[src/rtl/wb_spi_sram_pkg.sv]
// Shared constants and types for the Wishbone-to-serial-SRAM bridge.
// The frame is opcode, 24-bit address, then one data byte.
package wb_spi_sram_pkg;

    localparam logic [7:0] SPI_OP_READ  = 8'h03;
    localparam logic [7:0] SPI_OP_WRITE = 8'h02;
    localparam int         FRAME_BITS   = 40;

    typedef enum logic [1:0] {
        IDLE,
        SHIFT,
        ACK
    } state_e;

    function automatic logic [FRAME_BITS-1:0] build_frame(
        input logic        we,
        input logic [23:0] adr,
        input logic [7:0]  dat
    );
        return {we ? SPI_OP_WRITE : SPI_OP_READ, adr, we ? dat : 8'h00};
    endfunction

endpackage

[src/rtl/wb_spi_sram_shifter.sv]
// SPI mode 0 frame engine: two clk_i cycles per bit, MSB first,
// MISO captured into the LSB on the edge that drops SCK.
module spi_frame_shifter
    import wb_spi_sram_pkg::*;
(
    input  logic                  clk_i,
    input  logic                  rst_ni,
    input  logic                  load,
    input  logic [FRAME_BITS-1:0] frame,
    input  logic                  abort,
    input  logic                  miso,
    output logic                  done,
    output logic [7:0]            rx_byte,
    output logic                  sck,
    output logic                  mosi
);

    logic [FRAME_BITS-1:0] sr_q;
    logic [5:0]            cnt_q;
    logic                  phase_q;
    logic                  busy_q;
    logic                  sck_q;
    logic                  mosi_q;
    logic                  last_bit;

    assign last_bit = (cnt_q == 6'(FRAME_BITS - 1));
    assign done     = busy_q & phase_q & last_bit;
    // Byte as it will be after the final shift, so the top can latch it on time.
    assign rx_byte  = {sr_q[6:0], miso};
    assign sck      = sck_q;
    assign mosi     = mosi_q;

    always_ff @(posedge clk_i or negedge rst_ni) begin
        if (!rst_ni) begin
            sr_q    <= '0;
            cnt_q   <= '0;
            phase_q <= 1'b0;
            busy_q  <= 1'b0;
            sck_q   <= 1'b0;
            mosi_q  <= 1'b0;
        end else if (abort) begin
            cnt_q   <= '0;
            phase_q <= 1'b0;
            busy_q  <= 1'b0;
            sck_q   <= 1'b0;
            mosi_q  <= 1'b0;
        end else if (load) begin
            sr_q    <= frame;
            cnt_q   <= '0;
            phase_q <= 1'b0;
            busy_q  <= 1'b1;
            sck_q   <= 1'b0;
            mosi_q  <= frame[FRAME_BITS-1];
        end else if (busy_q) begin
            if (!phase_q) begin
                phase_q <= 1'b1;
                sck_q   <= 1'b1;
                mosi_q  <= sr_q[FRAME_BITS-1];
            end else begin
                sr_q    <= {sr_q[FRAME_BITS-2:0], miso};
                phase_q <= 1'b0;
                sck_q   <= 1'b0;
                if (last_bit) begin
                    busy_q <= 1'b0;
                    mosi_q <= 1'b0;
                end else begin
                    cnt_q  <= cnt_q + 6'd1;
                    mosi_q <= sr_q[FRAME_BITS-2];
                end
            end
        end
    end

endmodule

[src/rtl/wb_spi_sram.sv]
// Wishbone byte slave backed by a 23LC1024-style serial SRAM;
// every access becomes one 40-bit SPI frame.
module wb_spi_sram
    import wb_spi_sram_pkg::*;
#(
    parameter int ADDR_WIDTH = 24
) (
    input  logic                  clk_i,
    input  logic                  rst_ni,
    input  logic                  wbs_cyc_i,
    input  logic                  wbs_stb_i,
    input  logic [ADDR_WIDTH-1:0] wbs_adr_i,
    input  logic                  wbs_we_i,
    input  logic [7:0]            wbs_dat_i,
    output logic                  wbs_ack_o,
    output logic                  wbs_err_o,
    output logic                  wbs_rty_o,
    output logic [7:0]            wbs_dat_o,
    output logic                  spi_cs_n_o,
    output logic                  spi_sck_o,
    output logic                  spi_mosi_o,
    input  logic                  spi_miso_i
);

    state_e                state_q, state_d;
    logic                  ack_q;
    logic                  cs_n_q;
    logic                  we_q;
    logic [7:0]            dat_q;
    logic                  accept;
    logic                  load;
    logic                  abort;
    logic                  done;
    logic [7:0]            rx_byte;
    logic [FRAME_BITS-1:0] frame;

    assign accept = wbs_cyc_i & wbs_stb_i & ~ack_q;
    assign frame  = build_frame(wbs_we_i, 24'(wbs_adr_i), wbs_dat_i);

    always_comb begin
        state_d = state_q;
        load    = 1'b0;
        abort   = 1'b0;
        unique case (state_q)
            IDLE: begin
                if (accept) begin
                    state_d = SHIFT;
                    load    = 1'b1;
                end
            end
            SHIFT: begin
                if (!wbs_cyc_i) begin
                    state_d = IDLE;
                    abort   = 1'b1;
                end else if (done) begin
                    state_d = ACK;
                end
            end
            ACK:     state_d = IDLE;
            default: state_d = IDLE;
        endcase
    end

    always_ff @(posedge clk_i or negedge rst_ni) begin
        if (!rst_ni) begin
            state_q <= IDLE;
            ack_q   <= 1'b0;
            cs_n_q  <= 1'b1;
            we_q    <= 1'b0;
            dat_q   <= 8'h00;
        end else begin
            state_q <= state_d;
            ack_q   <= (state_d == ACK);
            cs_n_q  <= (state_d != SHIFT);
            if (load) begin
                we_q <= wbs_we_i;
            end
            if (state_q == SHIFT && state_d == ACK && !we_q) begin
                dat_q <= rx_byte;
            end
        end
    end

    spi_frame_shifter u_shifter (
        .clk_i   (clk_i),
        .rst_ni  (rst_ni),
        .load    (load),
        .frame   (frame),
        .abort   (abort),
        .miso    (spi_miso_i),
        .done    (done),
        .rx_byte (rx_byte),
        .sck     (spi_sck_o),
        .mosi    (spi_mosi_o)
    );

    assign wbs_ack_o  = ack_q;
    assign wbs_err_o  = 1'b0;
    assign wbs_rty_o  = 1'b0;
    assign wbs_dat_o  = dat_q;
    assign spi_cs_n_o = cs_n_q;

endmodule

[config.mk]
export PLATFORM = sky130hd
export DESIGN_NAME = wb_spi_sram
export DESIGN_NICKNAME = d
export VERILOG_FILES = /design/src/rtl/wb_spi_sram_pkg.sv /design/src/rtl/wb_spi_sram_shifter.sv /design/src/rtl/wb_spi_sram.sv
export SDC_FILE = /design/constraint.sdc
export NUM_CORES = 1
export LEC_CHECK = 0
export CAP_MARGIN = 20
export CELL_PAD_IN_SITES_DETAIL_PLACEMENT = 1
export CELL_PAD_IN_SITES_GLOBAL_PLACEMENT = 1
export CORE_ASPECT_RATIO = 0.9
export CORE_MARGIN = 2
export CORE_UTILIZATION = 42
export CTS_CLUSTER_SIZE = 8
export DETAILED_ROUTE_END_ITERATION = 7
export PLACE_DENSITY = 0.92
export SYNTH_ARGS = -nofsm -noshare
export SYNTH_HDL_FRONTEND = slang
export SYNTH_SLANG_ARGS = --single-unit
export TNS_END_PERCENT = 10
[constraint.sdc]
create_clock -name clk_i -period 4.33 [get_ports clk_i]
set_input_delay 0.866 -clock clk_i [delete_from_list [all_inputs] [get_ports clk_i]]
set_output_delay 0.866 -clock clk_i [all_outputs]
set_load 0.005 [all_outputs]
==> results of run 1 <==
registers in the layout, indices dropped and copies added (netlist names):
name and cells:
u_shifter.phase_q 1, wbs_ack_o 1, u_shifter.sr_q 40, u_shifter.busy_q 1, spi_cs_n_o 1, u_shifter.mosi 1
u_shifter.cnt_q 6, state_q 2, wbs_dat_o 8, we_q 1
cells in the mapped netlist (all sizes together), types with 2 or more instances:
cell,number,area [um^2]
a21oi,107,535.5
a31oi,2,12.51
and2,2,12.51
and3,2,13.77
buf,4,37.53
clkbuf,22,82.58
dfrtp,61,1526
mux2,8,120.1
nand2,56,210.2
nand3,2,10.01
nand4,2,12.51
nor2,8,30.03
nor3,3,15.01
o21ai,4,20.02
or2,2,12.52
or3b,2,17.52
xor2,4,35.03
area by class of cell:
cell class / instances / area, um^2 / share of cell area [%]
timing repair buffer: 53 / 515.5 / 14.64
inverter: 1 / 3.754 / 0.1066
clock buffer: 9 / 123.9 / 3.518
sequential: 62 / 1553 / 44.10
multi-input combinational: 215 / 1149 / 32.62
clock inverter: 6 / 63.81 / 1.812
tap: 90 / 112.6 / 3.198
routing by layer:
layer | vias up | wire length, um | track usage (%)
met5 | - | 0 | 0
met4 | 0 | 112 | 8.615
met3 | 11 | 310 | 3.853
met2 | 60 | 3442 | 34.51
met1 | 1119 | 3217 | 24.69
li1 | 1118 | - | -
path summary, 6_finish.rpt:
kind	endpoint	startpoint	slack, ns	cells past startpoint
min	we_q$_DFFE_PN0P_	we_q$_DFFE_PN0P_	0.49	2
max in group asynchronous	u_shifter.sr_q[39]$_DFFE_PN0P_	rst_ni	2.82	2
max reg2reg	u_shifter.sr_q[32]$_DFFE_PN0P_	state_q[0]$_DFF_PN0_	1.93	5
min reg2reg	we_q$_DFFE_PN0P_	we_q$_DFFE_PN0P_	0.49	2
min in group asynchronous	wbs_ack_o$_DFF_PN0_	rst_ni	0.65	1
max	u_shifter.sr_q[32]$_DFFE_PN0P_	wbs_cyc_i	1.36	6
through the flow:
step	hold WS, ns	worst slack (ns)
6_report	0.4889	1.365
5_1_grt	0.5148	1.170
4_1_cts	0.4917	1.371
3_5_place_dp	0.4734	1.041
3_3_place_gp	0.4721	1.106
2_1_floorplan	0.4473	2.030
worst max-delay path, cell delays in order:
cell and delay, ns:
clkdlybuf4s50_1 0.53, or3b_2 0.50, and2_1 0.68, buf_4 0.36, a21oi_1 0.10, a22oi_1 0.17
power breakdown:
group	internal (mW)	switching, mW
Sequential	0.773	0.136
Combinational	0.196	0.257
Clock	0.261	0.238
Total	1.23	0.631
logic make-up after synthesis:
family          share of synthesized area, %
compound gates                         21.08
simple gates                           13.36
flops                                  55.08
buf+inv                                4.394
mux                                    4.261
xor+xnor                               1.243
fa+ha+maj                             0.4438
other cells                           0.1330
==> results.yml, run 1 <==
run_status:
  status: "completed"
placement:
  dpl_cell_area_um2: 3333
  routabilityCongestion: 0.7494
  hpwl_um: 4882
  post-place-cells: 421
  io_buffers: 49
cells_and_area:
  final_cell_mix: "a21oi_1, dfrtp_1, nand2_1, clkdlybuf4s50_1, clkbuf_8"
  finalNonFillerCells: 436
  nets: 381
  area_delta_synth_final_pct: 24.90
  final_area_um2: 3521
  layout_commonest_cell: "a21oi_1"
  diodes: 0
  final_util_pct: 53.74
  drive_gt1_share_pct: 10.12
  fill_cells: 776
clock_tree:
  clock-root-buffer: "clkbuf_8"
  clk-insertion-delay-late_ns: 0.34
  cts_max_path_buffers: 2
  cts_tree: "yes"
  cts_made_buffers: 9
  cts_num_sinks: 62
  cts_setup_buffers: 0
  path_clk_slew_ns: 0.07
  htreeDepth: 3
  hold_buffers: 0
  cts_resized: 0
timing:
  post-route-period-util_pct: 68.48
  max_clock_freq_mhz: 337.3
  rsz0062_at_grt: "false"
  fin_setup_tns_ns: 0
  slew_violations: 0
  worst_slew_pin_slew_ns: 0.8970
  setup_violations: 0
  fin_crit_ns: 2.965
  hold_viol_final: 0
  maxSlewHeadroom_pct: 40.20
  clock_skew_ns: 0.01602
yosys:
  synth_warnings: 0
  ys_seq_elements: 62
  synthCells: 303
  synth.cell_area_um2: 2819
  syn_avg_cell_area_um2: 9.303
  synthArstFlopShare_pct: 100.0
  synth_edf_count: 0
  synth-main-ff-cell: "dfrtp_1"
  yosysSeqAreaShare_pct: 55.08
  yosysUniqueCellTypes: 33
hold_path:
  hold_path.class: "flip-flop to flip-flop"
pwr:
  design_power_total_mw: 1.861
  p_per_area_nw_per_um2: 528.7
  irDropWorstVdd_mv: 0.1992
  p_leak_nw: 1.552
routing:
  ant_nets: 0
  drt_iter0_markers: 63
  via_count: 2308
  drc: 0
  vias_per_cell: 5.294
  wl_per_cell_um: 16.25
  drt-pass1-iter-count: 4
  routed_wl_um: 7083
run:
  max-cap-violations: 0
worst_setup_path:
  cp-start-kind: "primary input"
  critPathMaxFanout: 28
  critical_path_class: "primary input to flip-flop"
  required_ns: 4.58
  worstPathArrival_ns: 3.22
  end_kind: "flip-flop"
global_routing:
  grt_overflow: 0
  antenna_found_initial: 0
  grt_pass1_wl_um: 11370
  grt_pass1_vias: 2324
  grt_use_total_pct: 19.87
  grt_max_degree: 41
floorplanning:
  top_level_ports: 52
  die-area_um2: 7384
  start_util_pct: 43.03
  dieHeight_um: 81.72
  core-area_um2: 6551
  fp.dieW_um: 90.36
  rows: 28
(Power assumes the default switching activity.)
==> run 2, diff against run 1 <==
--- a/config.mk
+++ b/config.mk
@@ -10,10 +10,10 @@
 export CELL_PAD_IN_SITES_GLOBAL_PLACEMENT = 1
 export CORE_ASPECT_RATIO = 0.9
 export CORE_MARGIN = 2
-export CORE_UTILIZATION = 42
+export CORE_UTILIZATION = 35
 export CTS_CLUSTER_SIZE = 8
 export DETAILED_ROUTE_END_ITERATION = 7
-export PLACE_DENSITY = 0.92
+export PLACE_DENSITY = 0.82
 export SYNTH_ARGS = -nofsm -noshare
 export SYNTH_HDL_FRONTEND = slang
 export SYNTH_SLANG_ARGS = --single-unit
==> constraint.sdc (replaced) <==
create_clock -name clk_i -period 2.7 [get_ports clk_i]
set_input_delay 0.54 -clock clk_i [delete_from_list [all_inputs] [get_ports clk_i]]
set_output_delay 0.54 -clock clk_i [all_outputs]
set_load 0.005 [all_outputs]
==> results.yml, run 2 (same netlist as run 1, synthesis figures left out) <==
routing:
  ant_nets: 0
  drc: 0
  vias_per_cell: 5.209
  routed_wl_um: 6951
  drt_iter0_markers: 112
  wl_per_cell_um: 15.48
  via_count: 2339
  drt-pass1-iter-count: 4
pwr:
  p_per_area_nw_per_um2: 817.2
  p_int_mw: 1.938
  p_sw_share_pct: 33.39
  pwr-share-clk_pct: 24.3
  p_sw_uw: 971.4
  seqPwrFrac_pct: 49.7
  p_leak_nw: 1.570
  irDropWorstVdd_mv: 0.2584
  power_frac_comb_pct: 26.0
global_routing:
  grt_pass1_wl_um: 11720
  grt_pass1_vias: 2417
  grt_max_degree: 63
  antenna_found_initial: 0
  grt_use_total_pct: 17.13
  grt_overflow: 0
run:
  max-cap-violations: 0
cells_and_area:
  final_util_pct: 44.77
  largest_reg_flops: 40
  diodes: 0
  drive_gt1_share_pct: 10.57
  final_area_um2: 3560
  layout_commonest_cell: "a21oi_1"
  area_delta_synth_final_pct: 26.28
  final_cell_mix: "a21oi_1, dfrtp_1, nand2_1, clkdlybuf4s50_1, clkbuf_8"
  top_register: "u_shifter.sr_q"
  fill_cells: 914
  nets: 384
timing:
  hold_viol_final: 0
  fin_crit_ns: 2.146
  fin_ws_ns: 0.5543
  fin_setup_tns_ns: 0
  worst_slew_pin_slew_ns: 0.7950
  clock_skew_ns: 0.008350
  max_clock_freq_mhz: 466.1
  post-route-period-util_pct: 79.47
  maxSlewHeadroom_pct: 47.00
  slew_violations: 0
  setup_violations: 0
  rsz0062_at_grt: "false"
worst_setup_path:
  required_ns: 2.92
  critPathMaxFanout: 8
  r2r_slack_ns: 0.55
  rr_endpoint: "wbs_dat_o[0]$_DFFE_PN0P_"
  worstRegToRegCells: 4
  r2r-start: "u_shifter.cnt_q[2]$_DFFE_PN0P_"
  critical_path_class: "flip-flop to flip-flop"
  end_kind: "flip-flop"
  cp-start-kind: "flip-flop"
  worstPathArrival_ns: 2.37
  crit_start: "u_shifter.cnt_q[2]$_DFFE_PN0P_"
placement:
  io_buffers: 49
  routabilityCongestion: 0.7212
  place_ws_ns: 0.2340
  hpwl_um: 4685
  dpl_cell_area_um2: 3392
clock_tree:
  hold_buffers: 0
  cts_resized: 0
  cts_made_buffers: 9
  cts_max_path_buffers: 2
  htreeDepth: 3
  path_clk_slew_ns: 0.06
  cts_setup_buffers: 0
  clk-insertion-delay-late_ns: 0.34
  cts_tree: "yes"
  cts_num_sinks: 62
  clock-root-buffer: "clkbuf_8"
floorplanning:
  fp.dieW_um: 98.60
  top_level_ports: 52
  core-area_um2: 7951
  start_util_pct: 35.45
  rows: 31
  dieHeight_um: 89.14
  die-area_um2: 8789
hold_path:
  hold_path.class: "primary input to async pin"
run_status:
  status: "completed"
## run 2: how the worst max path moves through the flow
stage	slack, ns	end	cells after the start
floorplan	0.62	wbs_dat_o[0]$_DFFE_PN0P_	6
detailed placement	0.23	u_shifter.sr_q[38]$_DFFE_PN0P_	7
CTS	0.55	wbs_dat_o[2]$_DFFE_PN0P_	4
finish	0.55	wbs_dat_o[0]$_DFFE_PN0P_	4
global placement	0.32	wbs_dat_o[0]$_DFFE_PN0P_	4
global route	0.48	u_shifter.sr_q[39]$_DFFE_PN0P_	7
## run 2: layer usage
layer / GRT usage [%] / vias up / wire (um)
li1: - / 1123 / -
met1: 21.26 / 1154 / 3194
met2: 29.25 / 55 / 3403
met3: 5.004 / 7 / 278
met4: 5.604 / 0 / 75
met5: 0 / - / 0
## run 2: area by class of cell
| type | count | area [um^2] | share of cell area [%] |
|---|---|---|---|
| clock inverters | 4 | 22.52 | 0.6327 |
| well taps | 99 | 123.9 | 3.480 |
| repair buffers | 56 | 563.0 | 15.82 |
| multi-input cells | 215 | 1149 | 32.27 |
| clock buffers | 12 | 145.1 | 4.077 |
| inverters | 1 | 3.754 | 0.1054 |
| flip-flops and latches | 62 | 1553 | 43.62 |
## run 2: power by group through the flow
stage	clock network [mW]	registers [mW]	logic, mW
after global routing	0.770	1.49	0.880
after global placement	0	1.44	0.717
after detailed placement	0	1.46	0.772
final	0.706	1.45	0.757
after floorplan	0	1.40	0.517
after CTS	0.738	1.45	0.772
## run 2: stage by stage
step | power, mW | hold WS, ns | instances
after global placement | 2.159 | 0.4664 | 433
after detailed placement | 2.232 | 0.4902 | 433
after CTS | 2.956 | 0.3921 | 449
after global routing | 3.138 | 0.4331 | 449
final | 2.909 | 0.3729 | 449
after floorplan | 1.915 | 0.2444 | 304
## run 2: critical path, stage by stage, from the launching register on
cell and delay (ns):
dfrtp_1 0.42, or3b_1 0.40, or2_1 0.31, or4_4 0.56, mux2_4 0.33
